==> config.mk <==
export PLATFORM = sky130hd
export DESIGN_NAME = mmio_gpio_cr_flat
export DESIGN_NICKNAME = d
export VERILOG_FILES = /design/src/rtl/mmio_gpio_cr_if.sv /design/src/rtl/mmio_gpio_cr.sv /design/src/flat_wrapper.sv
export SDC_FILE = /design/constraint.sdc
export NUM_CORES = 1
export LEC_CHECK = 0
export CAP_MARGIN = 20
export CORE_ASPECT_RATIO = 0.8
export CORE_UTILIZATION = 45
export CTS_BUF_LIST = sky130_fd_sc_hd__clkbuf_4 sky130_fd_sc_hd__clkbuf_8
export CTS_CLUSTER_DIAMETER = 120
export DETAILED_ROUTE_END_ITERATION = 8
export PLACE_DENSITY = 0.77
export SETUP_SLACK_MARGIN = 0.15
export SLEW_MARGIN = 20
export SYNTH_ARGS = -nofsm -noshare
export SYNTH_HDL_FRONTEND = slang
export SYNTH_SLANG_ARGS = --single-unit
export TNS_END_PERCENT = 1
==> constraint.sdc <==
create_clock -name QClk -period 3 [get_ports QClk]
set_clock_uncertainty 0.1 [all_clocks]
set_input_delay 0.6 -clock QClk [delete_from_list [all_inputs] [get_ports QClk]]
set_output_delay 0.6 -clock QClk [all_outputs]
set_load 0.05 [all_outputs]
==> src/rtl/mmio_gpio_cr_if.sv <==
// Opcode type and request/response bus for the mmio_gpio_cr control-register block.
package mmio_gpio_cr_pkg;
  typedef enum logic [1:0] {RD = 2'd0, WR = 2'd1, RD_RSP = 2'd2} t_opcode;
endpackage

interface mmio_gpio_cr_if;
  import mmio_gpio_cr_pkg::*;
  logic        F2C_ReqValidQ502H;
  t_opcode     F2C_ReqOpcodeQ502H;
  logic [31:0] F2C_ReqAddressQ502H;
  logic [31:0] F2C_ReqDataQ502H;
  logic        F2C_RspValidQ500H;
  t_opcode     F2C_RspOpcodeQ500H;
  logic [31:0] F2C_RspAddressQ500H;
  logic [31:0] F2C_RspDataQ500H;

  modport master (
    output F2C_ReqValidQ502H, F2C_ReqOpcodeQ502H, F2C_ReqAddressQ502H, F2C_ReqDataQ502H,
    input  F2C_RspValidQ500H, F2C_RspOpcodeQ500H, F2C_RspAddressQ500H, F2C_RspDataQ500H
  );
  modport slave (
    input  F2C_ReqValidQ502H, F2C_ReqOpcodeQ502H, F2C_ReqAddressQ502H, F2C_ReqDataQ502H,
    output F2C_RspValidQ500H, F2C_RspOpcodeQ500H, F2C_RspAddressQ500H, F2C_RspDataQ500H
  );
endinterface

==> src/rtl/mmio_gpio_cr.sv <==
// GPIO control-register block: RW output regs, synchronised inputs, W1C rising-edge sticky bits.
// Define MMIO_GPIO_CR_IRQ_EN to add IRQ_MASK at 0x300 and a registered level Irq.

// One input channel: 2-flop synchroniser, edge detect and sticky bits (set beats clear).
module mmio_gpio_cr_in_lane #(
  parameter int W = 16
) (
  input  logic         gclk,
  input  logic         grst_n,
  input  logic [W-1:0] pin,
  input  logic [W-1:0] clr,
  output logic [W-1:0] sync,
  output logic [W-1:0] sticky
);
  logic [W-1:0] meta_q, prev_q;
  logic         armed_q;

  always_ff @(posedge gclk or negedge grst_n) begin
    if (!grst_n) begin
      meta_q  <= '0;
      sync    <= '0;
      prev_q  <= '0;
      sticky  <= '0;
      armed_q <= 1'b0;
    end else begin
      meta_q  <= pin;
      sync    <= meta_q;
      prev_q  <= sync;
      armed_q <= 1'b1;
      // Edge detection is held off on the first cycle out of reset.
      sticky  <= (sticky & ~clr) | (armed_q ? (sync & ~prev_q) : '0);
    end
  end
endmodule

module mmio_gpio_cr
  import mmio_gpio_cr_pkg::*;
#(
  parameter int          NUM_OUT    = 7,
  parameter int          OUT_W      = 8,
  parameter int          NUM_IN     = 4,
  parameter int          IN_W       = 16,
  parameter int          MSB_REGION = 31,
  parameter int          LSB_REGION = 12,
  parameter logic [31:0] CR_REGION  = 32'h0004_0000
) (
  input  logic                     QClk,
  input  logic                     RstQnnnL,
  mmio_gpio_cr_if.slave            bus,
  output logic [NUM_OUT*OUT_W-1:0] OutPins,
  input  logic [NUM_IN*IN_W-1:0]   InPins,
  output logic                     Irq
);
  localparam int STAGES = 2;

  typedef struct packed {
    t_opcode     op;
    logic [31:0] addr;
    logic [31:0] data;
  } req_t;

  typedef struct packed {
    logic [31:0] addr;
    logic [31:0] data;
  } rsp_t;

  logic [STAGES:0]               vld_pipe;
  req_t                          s1;
  rsp_t                          s2, s3;
  logic                          acc, mapped, wr_en;
  logic [1:0]                    grp;
  logic [5:0]                    idx;
  logic [31:0]                   rdata;
  logic [NUM_OUT-1:0][OUT_W-1:0] out_q, out_pins_q;
  logic [NUM_IN-1:0][IN_W-1:0]   in_sync, sticky_q, sticky_clr;
  logic                          unused_s1;

  assign acc = bus.F2C_ReqValidQ502H &&
               (bus.F2C_ReqAddressQ502H[MSB_REGION:LSB_REGION] == CR_REGION[MSB_REGION-LSB_REGION:0]);

  // Decode happens in stage 1: offset[9:8] selects the bank, offset[7:2] the index.
  assign grp       = s1.addr[9:8];
  assign idx       = s1.addr[7:2];
  assign mapped    = (s1.addr[11:10] == 2'b00) && (s1.addr[1:0] == 2'b00);
  assign wr_en     = vld_pipe[0] && (s1.op == WR) && mapped;
  assign unused_s1 = ^{s1.addr[31:12], s1.data};

  always_ff @(posedge QClk or negedge RstQnnnL) begin
    if (!RstQnnnL) begin
      vld_pipe <= '0;
      s1       <= '0;
      s2       <= '0;
      s3       <= '0;
    end else begin
      vld_pipe <= {vld_pipe[STAGES-1:0], acc};
      if (acc)
        s1 <= '{op: bus.F2C_ReqOpcodeQ502H, addr: bus.F2C_ReqAddressQ502H, data: bus.F2C_ReqDataQ502H};
      s2 <= '{addr: s1.addr, data: rdata};
      s3 <= s2;
    end
  end

  always_ff @(posedge QClk or negedge RstQnnnL) begin
    if (!RstQnnnL) begin
      out_q      <= '0;
      out_pins_q <= '0;
    end else begin
      for (int i = 0; i < NUM_OUT; i++)
        if (wr_en && grp == 2'd0 && idx == 6'(i)) out_q[i] <= s1.data[OUT_W-1:0];
      out_pins_q <= out_q;
    end
  end

  always_comb begin
    sticky_clr = '0;
    for (int j = 0; j < NUM_IN; j++)
      if (wr_en && grp == 2'd2 && idx == 6'(j)) sticky_clr[j] = s1.data[IN_W-1:0];
  end

  for (genvar j = 0; j < NUM_IN; j++) begin : g_in
    mmio_gpio_cr_in_lane #(.W(IN_W)) u_lane (
      .gclk   (QClk),
      .grst_n (RstQnnnL),
      .pin    (InPins[j*IN_W +: IN_W]),
      .clr    (sticky_clr[j]),
      .sync   (in_sync[j]),
      .sticky (sticky_q[j])
    );
  end

`ifdef MMIO_GPIO_CR_IRQ_EN
  logic [NUM_IN-1:0] irq_mask_q, irq_src;
  logic              irq_q;

  always_comb begin
    irq_src = '0;
    for (int j = 0; j < NUM_IN; j++) irq_src[j] = (|sticky_q[j]) & irq_mask_q[j];
  end

  always_ff @(posedge QClk or negedge RstQnnnL) begin
    if (!RstQnnnL) begin
      irq_mask_q <= '0;
      irq_q      <= 1'b0;
    end else begin
      if (wr_en && grp == 2'd3 && idx == 6'd0) irq_mask_q <= s1.data[NUM_IN-1:0];
      irq_q <= |irq_src;
    end
  end

  assign Irq = irq_q;
`else
  assign Irq = 1'b0;
`endif

  // Sticky reads sample the register before this cycle's set lands.
  always_comb begin
    rdata = '0;
    if (s1.op != WR && mapped) begin
      case (grp)
        2'd0: for (int i = 0; i < NUM_OUT; i++) if (idx == 6'(i)) rdata = 32'(out_q[i]);
        2'd1: for (int j = 0; j < NUM_IN; j++)  if (idx == 6'(j)) rdata = 32'(in_sync[j]);
        2'd2: for (int j = 0; j < NUM_IN; j++)  if (idx == 6'(j)) rdata = 32'(sticky_q[j]);
`ifdef MMIO_GPIO_CR_IRQ_EN
        2'd3: if (idx == 6'd0) rdata = 32'(irq_mask_q);
`endif
        default: ;
      endcase
    end
  end

  assign bus.F2C_RspValidQ500H   = vld_pipe[STAGES];
  assign bus.F2C_RspOpcodeQ500H  = RD_RSP;
  assign bus.F2C_RspAddressQ500H = s3.addr;
  assign bus.F2C_RspDataQ500H    = s3.data;
  assign OutPins                 = out_pins_q;
endmodule

==> src/flat_wrapper.sv <==
// flat-port wrapper written by rule: the top's interface ports become plain ports
module mmio_gpio_cr_flat import mmio_gpio_cr_pkg::*;
#(
  parameter int          NUM_OUT    = 7,
  parameter int          OUT_W      = 8,
  parameter int          NUM_IN     = 4,
  parameter int          IN_W       = 16,
  parameter int          MSB_REGION = 31,
  parameter int          LSB_REGION = 12,
  parameter logic [31:0] CR_REGION  = 32'h0004_0000
)
  (QClk, RstQnnnL, OutPins, InPins, Irq, bus_F2C_ReqValidQ502H, bus_F2C_ReqOpcodeQ502H, bus_F2C_ReqAddressQ502H, bus_F2C_ReqDataQ502H, bus_F2C_RspValidQ500H, bus_F2C_RspOpcodeQ500H, bus_F2C_RspAddressQ500H, bus_F2C_RspDataQ500H);
  mmio_gpio_cr_if bus_i ();
  input  logic QClk;
  input  logic RstQnnnL;
  output logic [NUM_OUT*OUT_W-1:0] OutPins;
  input  logic [NUM_IN*IN_W-1:0] InPins;
  output logic Irq;
  input wire logic [$bits(bus_i.F2C_ReqValidQ502H)-1:0] bus_F2C_ReqValidQ502H;
  input wire logic [$bits(bus_i.F2C_ReqOpcodeQ502H)-1:0] bus_F2C_ReqOpcodeQ502H;
  input wire logic [$bits(bus_i.F2C_ReqAddressQ502H)-1:0] bus_F2C_ReqAddressQ502H;
  input wire logic [$bits(bus_i.F2C_ReqDataQ502H)-1:0] bus_F2C_ReqDataQ502H;
  output wire logic [$bits(bus_i.F2C_RspValidQ500H)-1:0] bus_F2C_RspValidQ500H;
  output wire logic [$bits(bus_i.F2C_RspOpcodeQ500H)-1:0] bus_F2C_RspOpcodeQ500H;
  output wire logic [$bits(bus_i.F2C_RspAddressQ500H)-1:0] bus_F2C_RspAddressQ500H;
  output wire logic [$bits(bus_i.F2C_RspDataQ500H)-1:0] bus_F2C_RspDataQ500H;
  assign bus_i.F2C_ReqValidQ502H = bus_F2C_ReqValidQ502H;
  assign bus_i.F2C_ReqOpcodeQ502H = bus_F2C_ReqOpcodeQ502H;
  assign bus_i.F2C_ReqAddressQ502H = bus_F2C_ReqAddressQ502H;
  assign bus_i.F2C_ReqDataQ502H = bus_F2C_ReqDataQ502H;
  assign bus_F2C_RspValidQ500H = bus_i.F2C_RspValidQ500H;
  assign bus_F2C_RspOpcodeQ500H = bus_i.F2C_RspOpcodeQ500H;
  assign bus_F2C_RspAddressQ500H = bus_i.F2C_RspAddressQ500H;
  assign bus_F2C_RspDataQ500H = bus_i.F2C_RspDataQ500H;
  mmio_gpio_cr #(.NUM_OUT(NUM_OUT), .OUT_W(OUT_W), .NUM_IN(NUM_IN), .IN_W(IN_W), .MSB_REGION(MSB_REGION), .LSB_REGION(LSB_REGION), .CR_REGION(CR_REGION)) u_core (.QClk(QClk), .RstQnnnL(RstQnnnL), .bus(bus_i), .OutPins(OutPins), .InPins(InPins), .Irq(Irq));
endmodule
# Word-level counts from Yosys, hierarchy flattened

Index checks and enable logic that the tools add are counted.

Bits in registers: 550
Bits of input ports: 133
Output and inout bits: 124
Word-level logic and storage cells: 117

Equality and inequality tests: 11
Mux-type cells: 25
Bitwise logic cells: 20
Reductions and logical operators: 22

Operator list:

| cell                                                                    | number |
|---|---|
| 16-bit two-way mux                                                      | 16 |
| 16-bit AND                                                              | 8 |
| 16-bit inverter                                                         | 8 |
| 32-bit one-hot mux with 3 select lines                                  | 1 |
| 16-bit OR                                                               | 4 |
| 8-bit two-way mux                                                       | 7 |
| 32-bit two-way mux                                                      | 1 |
| 20-bit by 19-bit == test with 1-bit output, second input constant       | 1 |
| 6-bit by 3-bit == test with 1-bit output, second input constant         | 3 |
| 1-bit logical AND                                                       | 18 |
| 6-bit by 2-bit == test with 1-bit output, second input constant         | 2 |
| 6-bit by 1-bit == test with 1-bit output, second input constant         | 1 |
| 2-bit zero test                                                         | 3 |
| 6-bit zero test                                                         | 1 |
| 2-bit by 1-bit == test with 1-bit output, second input constant         | 2 |
| 2-bit == test, second input constant                                    | 1 |
| 2-bit by 1-bit inequality test with 1-bit output, second input constant | 1 |

# Longest topological paths before layout

Gate-level depths: netlist of run 1.

Depth in word-level cells: 10
Mapped depth: 7
Depth with buffers taken out: 4

# Hierarchy

From an unflattened synthesis of run 1, not the netlist that was laid out.

Cell total of the unflattened synthesis: 1,221
Area, all modules: 18,043.6 µm²

Modules (own cells, without submodules):

| module               | times used | cells each | area each (µm²) | sequential area each (µm²) |
|---|---|---|---|---|
| mmio_gpio_cr         | 1          | 757        | 10,241.1        | 6,531.3 |
| mmio_gpio_cr_in_lane | 4          | 116        | 1,950.6         | 1,626.6 |

# Least setup slack after synthesis of run 1

Ideal clock, no wire load.

Kind: reg2reg
Start point: register u_core.s1[43] in the netlist's numbering
End point: register u_core.out_q[40] in the netlist's numbering
Library setup time: 0.125 ns
Arrival time: 2.341 ns
Required time: 2.775 ns
Slack: 0.434 ns
Stages on the path, launching flop included: 7
Buffers on the path: 2
Period minus slack after synthesis: 2.566 ns
Path through: dfrtp_1 or4_1 buf_2 or4_1 buf_2 nor4_4 mux2_2

Longest elaborated chain between the ends: 5

Ends and longest elaborated chain:

| element                         | line                | source |
|---|---|---|
| start, declared                 | mmio_gpio_cr.sv:68  | `req_t s1;` |
| start signal, assigned          | mmio_gpio_cr.sv:97  | `s1 <= '{op: bus.F2C_ReqOpcodeQ502H, addr: bus.F2C_ReqAddressQ502H, data: bus.F2C_ReqDataQ502H};` |
| 2-bit zero test                 | mmio_gpio_cr.sv:84  | `assign mapped = (s1.addr[11:10] == 2'b00) && (s1.addr[1:0] == 2'b00);` |
| 1-bit logical AND               | mmio_gpio_cr.sv:84  |  |
| 1-bit logical AND               | mmio_gpio_cr.sv:85  | `assign wr_en = vld_pipe[0] && (s1.op == WR) && mapped;` |
| 1-bit logical AND (2 in series) | mmio_gpio_cr.sv:109 | `if (wr_en && grp == 2'd0 && idx == 6'(i)) out_q[i] <= s1.data[OUT_W-1:0];` |
| end signal, assigned by index   | mmio_gpio_cr.sv:109 |  |
| end, declared                   | mmio_gpio_cr.sv:74  | `logic [NUM_OUT-1:0][OUT_W-1:0] out_q, out_pins_q;` |

Every way passes these cells.
A chain may end at the register's enable or synchronous reset.

# Final worst setup path of run 1

Start point: register u_core.s1[42] in the netlist's numbering
End point: register u_core.out_q[14] in the netlist's numbering

The elaborated chain is that of the path after synthesis.

==> flow_summary.toml, run 1 <==
[cells_and_area]
drive_gt1_share_pct = 20.66
final_nets = 1583
area_delta_synth_final_pct = 26.79
mostFrequentLayoutCells = "516 x dfrtp_1, 220 x clkdlybuf4s50_1, 108 x mux2_2"
final_cells = 1998
layout_commonest_cell = "dfrtp_1"

[clocking]
cts_made_buffers = 78
clockBufferDepth = 3
cts.clk_slew.worst_paths_ps = 70
cts.sinks = 518
post_cts_buffers = 0
root_buffer = "clkbuf_8"
h-tree-depth = 3
clk_latency_ps = 640
cts_tree = "yes"

[timing]
slew_headroom_pct = 48.89
timing.fmax_ghz = 0.3755
finalCritPeriodShare_pct = 88.78
period_needed_ps = 2663
tns_ps = 0
grt_setup_unrepaired = "false"
tightest_slew_ps = 766.6
finalMaxSlewViolations = 0
finalSetupViolations = 0
hold_viol_final = 0

[yosys]
yosysSeqAreaShare_pct = 74.63
synth.distinct_cells = 45
syn_area_sq_um = 17370
synth_edf_count = 0
ys_ff_latch = 518
yosys.area.top_type = "dfrtp_1"
synth_ff_type = "dfrtp_1"
postSynthAreaPerCell_sq_um = 14.85
synth_top_area_share_pct = 74.63
yosys_warnings = 0
postSynthCellCount = 1170
ys_async_sr_fraction_pct = 100.0
synth_area_leaders = "dfrtp_1 75%, mux2_2 7.0%, nand2_1 2.2%"

[detailed_routing]
routedWlPerCell_um = 19.99
first_pass_iters = 5
route.detailed.drc = 0
postRouteAntennaNets = 0
drtIter0Drc = 786
wl_um = 39940
viasPerCell = 5.202
via_count = 10390

[placed_design]
io_buffers = 221
gp_congestion = 0.8669
placedCellCount = 1856
hpwl_um = 27130

[setup_path]
reg2reg_from = "u_core.s1[42]"
arrival_ps = 3070
crit_path_start_kind = "flip-flop"
reg2reg_slack_ps = 340
r2r-end = "u_core.out_q[14]"
critical_path_required_ps = 3410
crit_chain = "or4_1 -> buf_4 -> nor3_1 -> and4_1 -> mux2_2"
crit_type = "reg -> reg"
slowest_stage = "or4_1"
cp_max_fo = 8
r2r_cells = 5
worst_path_largest_cell_delay_ps = 580
cp-end-kind = "flip-flop"

[pwr]
p_per_area_nw_per_um2 = 621.4
peakVddDrop_mv = 0.3416
total_leakage_power_nw = 9.934

[hold_path]
min_path_cells = 0
min_to = "u_core.g_in[2].u_lane.sync[7]"
hp-start = "u_core.g_in[2].u_lane.meta_q[7]"
hp-class = "reg -> reg"

[grt]
grt_pass1_wl_um = 62640
antenna_found_initial = 0
grt_pass1_vias = 10790
grt-ovfl-total = 0
grt_max_degree = 75
grt_usage_pct = 20.81

[job]
cap_violations = 0

[floorplanning]
initial_core_util_pct = 46.29
die_h_um = 177.7
rows = 63
fp.dieArea_sq_um = 39390
core_area_sq_um = 37520
ioPinCount = 257
die_w_um = 221.7

[run_status]
outcome = "completed"
==> final cells by class <==
| cell class | instances | area [sq um] |
|---|---|---|
| Sequential cell | 518 | 12960 |
| Antenna cell | 1 | 2.502 |
| Clock buffer | 128 | 1543 |
| Fill cell | 2838 | 15500 |
| Inverter | 4 | 15.01 |
| Multi-Input combinational cell | 584 | 4099 |
| Timing Repair Buffer | 264 | 2630 |
| Clock inverter | 12 | 158.9 |
| Tap cell | 487 | 609.3 |
==> per-stage QoR <==
step | utilization, % | hold WS, ps | area [sq um] | total power [mW] | worst slack [ps]
detailed placement | 54.13 | 234.7 | 20310 | 7.752 | 335.6
floorplan | - | 204.4 | 17440 | 7.409 | 434.3
CTS | 58.69 | 238.2 | 22020 | 13.84 | 351.5
global route | 58.69 | 243.6 | 22020 | 14.21 | 260.5
global placement | 54.13 | 233.4 | 20310 | 7.734 | 366.1
finish | 58.69 | 233.7 | 22020 | 13.68 | 336.6
==> critical path: cells and delay by family, from the launching register on <==
family	cells	cell delay, ps
buffers and inverters	1	210
DFF	1	410
muxes	1	400
and+or+nand+nor	3	1400
==> metal layers <==
| layer | vias to the layer above | global-route usage [%] | wire, um |
|---|---|---|---|
| li1 | 4622 | - | - |
| met1 | 5321 | 30.05 | 18210 |
| met2 | 386 | 30.90 | 18250 |
| met3 | 65 | 5.315 | 2779 |
| met4 | 0 | 6.742 | 707 |
| met5 | - | 0 | 0 |
==> power by group <==
group	switching, mW	total [mW]	internal (mW)
sequential	0.0782	7.20	7.12
clock	2.61	6.07	3.46
combinational	0.240	0.417	0.177
total	2.93	13.7	10.8
==> kinds of logic (layout without fill, tap and decap cells) <==
family,Yosys count,count (layout),synth area share [%]
AO/OA/AOI/OAI,161,161,7.117
buffers and inverters,86,408,2.284
flip-flops,518,518,74.63
multiplexers,126,126,8.039
other,2,21,0.04324
AND/OR/NAND/NOR,277,277,7.888
==> synth_stat cells (2+ instances only) <==
cell       count
and3b_1        7
o221a_2        7
or2_2          2
o2bb2ai_1     34
nand2b_1       4
buf_2          2
nand3_1       35
clkbuf_1      52
nand2_1      103
a22oi_1        7
nor3_1        20
a221oi_1      18
o211ai_1       3
o221ai_1       7
mux2i_1       18
nor2b_1       33
o21ai_0       16
nor2_1        42
dfrtp_1      518
or3_1          2
nor4b_1        2
nor4_1        12
buf_4         19
inv_1          3
nor4_2         2
mux2_2       108
buf_1          9
conb_1         2
o22ai_1       23
a21oi_1        9
o32a_1         7
or4_1          3
a21o_1        28
nor2_2         2
==> state kept, by name, indices dropped and copies added, names as in the netlist <==
name,flops
u_core.OutPins,56
u_core.bus.F2C_RspAddressQ500H,32
u_core.bus.F2C_RspDataQ500H,16
u_core.g_in.u_lane.armed_q,1
u_core.g_in.u_lane.meta_q,64
u_core.g_in.u_lane.prev_q,64
u_core.g_in.u_lane.sticky,64
u_core.g_in.u_lane.sync,64
u_core.grp,2
u_core.idx,6
u_core.out_q,56
u_core.s1,42
u_core.s2,48
u_core.vld_pipe,3
==> worst max-delay path by stage <==
stage	from	to	slack (ps)	depth (start not counted)
global placement	bus_F2C_ReqAddressQ502H[23]	u_core.s1[4]	370	6
finish	u_core.s1[42]	u_core.out_q[14]	340	5
CTS	u_core.s1[42]	u_core.out_q[7]	350	5
global route	u_core.s1[43]	u_core.out_q[12]	260	5
detailed placement	bus_F2C_ReqAddressQ502H[23]	u_core.s1[11]	340	6
floorplan	u_core.s1[43]	u_core.out_q[40]	430	6
==> timing repair <==
| item | CTS | global route |
|---|---|---|
| gates resized for setup | 0 | 0 |
| hold buffers | 1 | 0 |
| hold endpoints to repair | 57 | 0 |
(Power assumes the default switching activity.)
==> run 2, diff against run 1 <==
--- a/config.mk
+++ b/config.mk
@@ -7,11 +7,11 @@
 export LEC_CHECK = 0
 export CAP_MARGIN = 20
 export CORE_ASPECT_RATIO = 0.8
-export CORE_UTILIZATION = 45
+export CORE_UTILIZATION = 43
 export CTS_BUF_LIST = sky130_fd_sc_hd__clkbuf_4 sky130_fd_sc_hd__clkbuf_8
 export CTS_CLUSTER_DIAMETER = 120
 export DETAILED_ROUTE_END_ITERATION = 8
-export PLACE_DENSITY = 0.77
+export PLACE_DENSITY = 0.75
 export SETUP_SLACK_MARGIN = 0.15
 export SLEW_MARGIN = 20
 export SYNTH_ARGS = -nofsm -noshare
==> flow_summary.toml, run 2 (synthesized netlist as in run 1, its figures left out) <==
[detailed_routing]
via_count = 10440
postRouteAntennaNets = 0
drtIter0Drc = 750
route.detailed.drc = 0
first_pass_iters = 7
routedWlPerCell_um = 19.54
wl_um = 40010
viasPerCell = 5.101

[floorplanning]
die_w_um = 226.7
ioPinCount = 257
die_h_um = 181.8
rows = 65
fp.dieArea_sq_um = 41210
core_area_sq_um = 39610
initial_core_util_pct = 43.85

[clocking]
root_buffer = "clkbuf_8"
h-tree-depth = 3
cts_made_buffers = 79
clockBufferDepth = 3
clk_latency_ps = 630
post_cts_buffers = 0
cts_tree = "yes"
cts.clk_slew.worst_paths_ps = 60
cts.sinks = 518

[setup_path]
crit_type = "reg -> reg"
critical_path_required_ps = 3390
crit_chain = "or4_1 -> buf_4 -> nor3_1 -> and4_1 -> mux2_2"
slowest_stage = "or4_1"
cp-end-kind = "flip-flop"
arrival_ps = 3050
cp_max_fo = 8
crit_path_start_kind = "flip-flop"
path_buf_inv = 1
worst_path_largest_cell_delay_ps = 610
crit_family = "simple AND/OR/NAND/NOR gates"

[timing]
hold_viol_final = 0
finalMaxSlewViolations = 0
fin_ws_ps = 337.3
grt_setup_unrepaired = "false"
timing.fmax_ghz = 0.3756
finalSetupViolations = 0
finalCritPeriodShare_pct = 88.76
period_needed_ps = 2663
tightest_slew_ps = 667.2
tns_ps = 0
hold_slack_ps = 227.0
slew_headroom_pct = 55.52

[placed_design]
dp_slack_ps = 352.7
gp_congestion = 0.8592
hpwl_um = 26680
placedCellCount = 1902
io_buffers = 221

[grt]
grt_pass1_wl_um = 62120
grt_max_degree = 79
grt_usage_pct = 19.91
antenna_found_initial = 1
grt_pass1_vias = 10830
grt-ovfl-total = 0

[job]
cap_violations = 0

[cells_and_area]
layout_commonest_cell = "dfrtp_1"
utilization_pct = 55.86
area_delta_synth_final_pct = 27.38
fill_cells = 3100
final_nets = 1581
final_cells = 2047
drive_gt1_share_pct = 20.60
mostFrequentLayoutCells = "516 x dfrtp_1, 220 x clkdlybuf4s50_1, 108 x mux2_2, 108 x clkbuf_8, 103 x nand2_1"

[pwr]
total_leakage_power_nw = 9.958
peakVddDrop_mv = 0.3274
p_per_area_nw_per_um2 = 627.0

[hold_path]
hp-class = "reg -> reg"

[run_status]
outcome = "completed"
-- run 2: cell count changes in the layout (fill, tap and decap cells not counted), moves of 3 or more --
cell	change
buf_4	-3
clkbuf_4	-20
clkbuf_8	+15
clkinv_2	+11
-- run 2: area by class of cell --
cell class / instances / area, sq um / share of cell area [%]
flip-flops and latches: 518 / 12960 / 58.60
inverters: 4 / 15.01 / 0.06786
diodes: 1 / 2.502 / 0.01131
multi-input cells: 584 / 4088 / 18.48
clock buffers: 123 / 1599 / 7.227
repair buffers: 261 / 2608 / 11.79
well taps: 536 / 670.6 / 3.031
clock inverters: 20 / 177.7 / 0.8030
-- run 2: timing repair --
action                    CTS  global route
hold endpoints to repair   58             0
gates resized for setup     0             0
hold buffers                1             0
-- run 2: per-layer routing --
layer | part of all wire [%] | GRT usage (%)
met1 | 44 | 28.89
met2 | 46 | 29.14
met3 | 7.8 | 5.227
met4 | 2.1 | 6.730
met5 | 0 | 0
-- run 2: per-stage QoR --
stage	total power [mW]	instance area, sq um
after global placement	7.733	20340
after floorplan	7.409	17440
after global routing	14.39	22130
final	13.87	22130
after CTS	14.03	22120
after detailed placement	7.749	20340
-- run 2: power breakdown --
group	total (mW)	switching, mW	internal (mW)	leakage [nW]
clock	6.26	2.67	3.59	0.947
combinational	0.417	0.241	0.176	2.56
sequential	7.20	0.0763	7.12	6.46
total	13.9	2.98	10.9	9.96
-- run 2: final timing paths --
| check | from | slack (ps) | depth (start not counted) | to |
|---|---|---|---|---|
| worst max-delay path | u_core.s1[43] | 340 | 5 | u_core.out_q[13] |
| worst min-delay path | u_core.s2[53] | 230 | 0 | u_core.bus.F2C_RspAddressQ500H[21] |
| worst max register to register | u_core.s1[43] | 340 | 5 | u_core.out_q[13] |
| worst min register to register | u_core.s2[53] | 230 | 0 | u_core.bus.F2C_RspAddressQ500H[21] |
| max in group asynchronous | RstQnnnL | 1480 | 3 | u_core.s1[3] |
| min in group asynchronous | RstQnnnL | 440 | 2 | u_core.bus.F2C_RspAddressQ500H[18] |
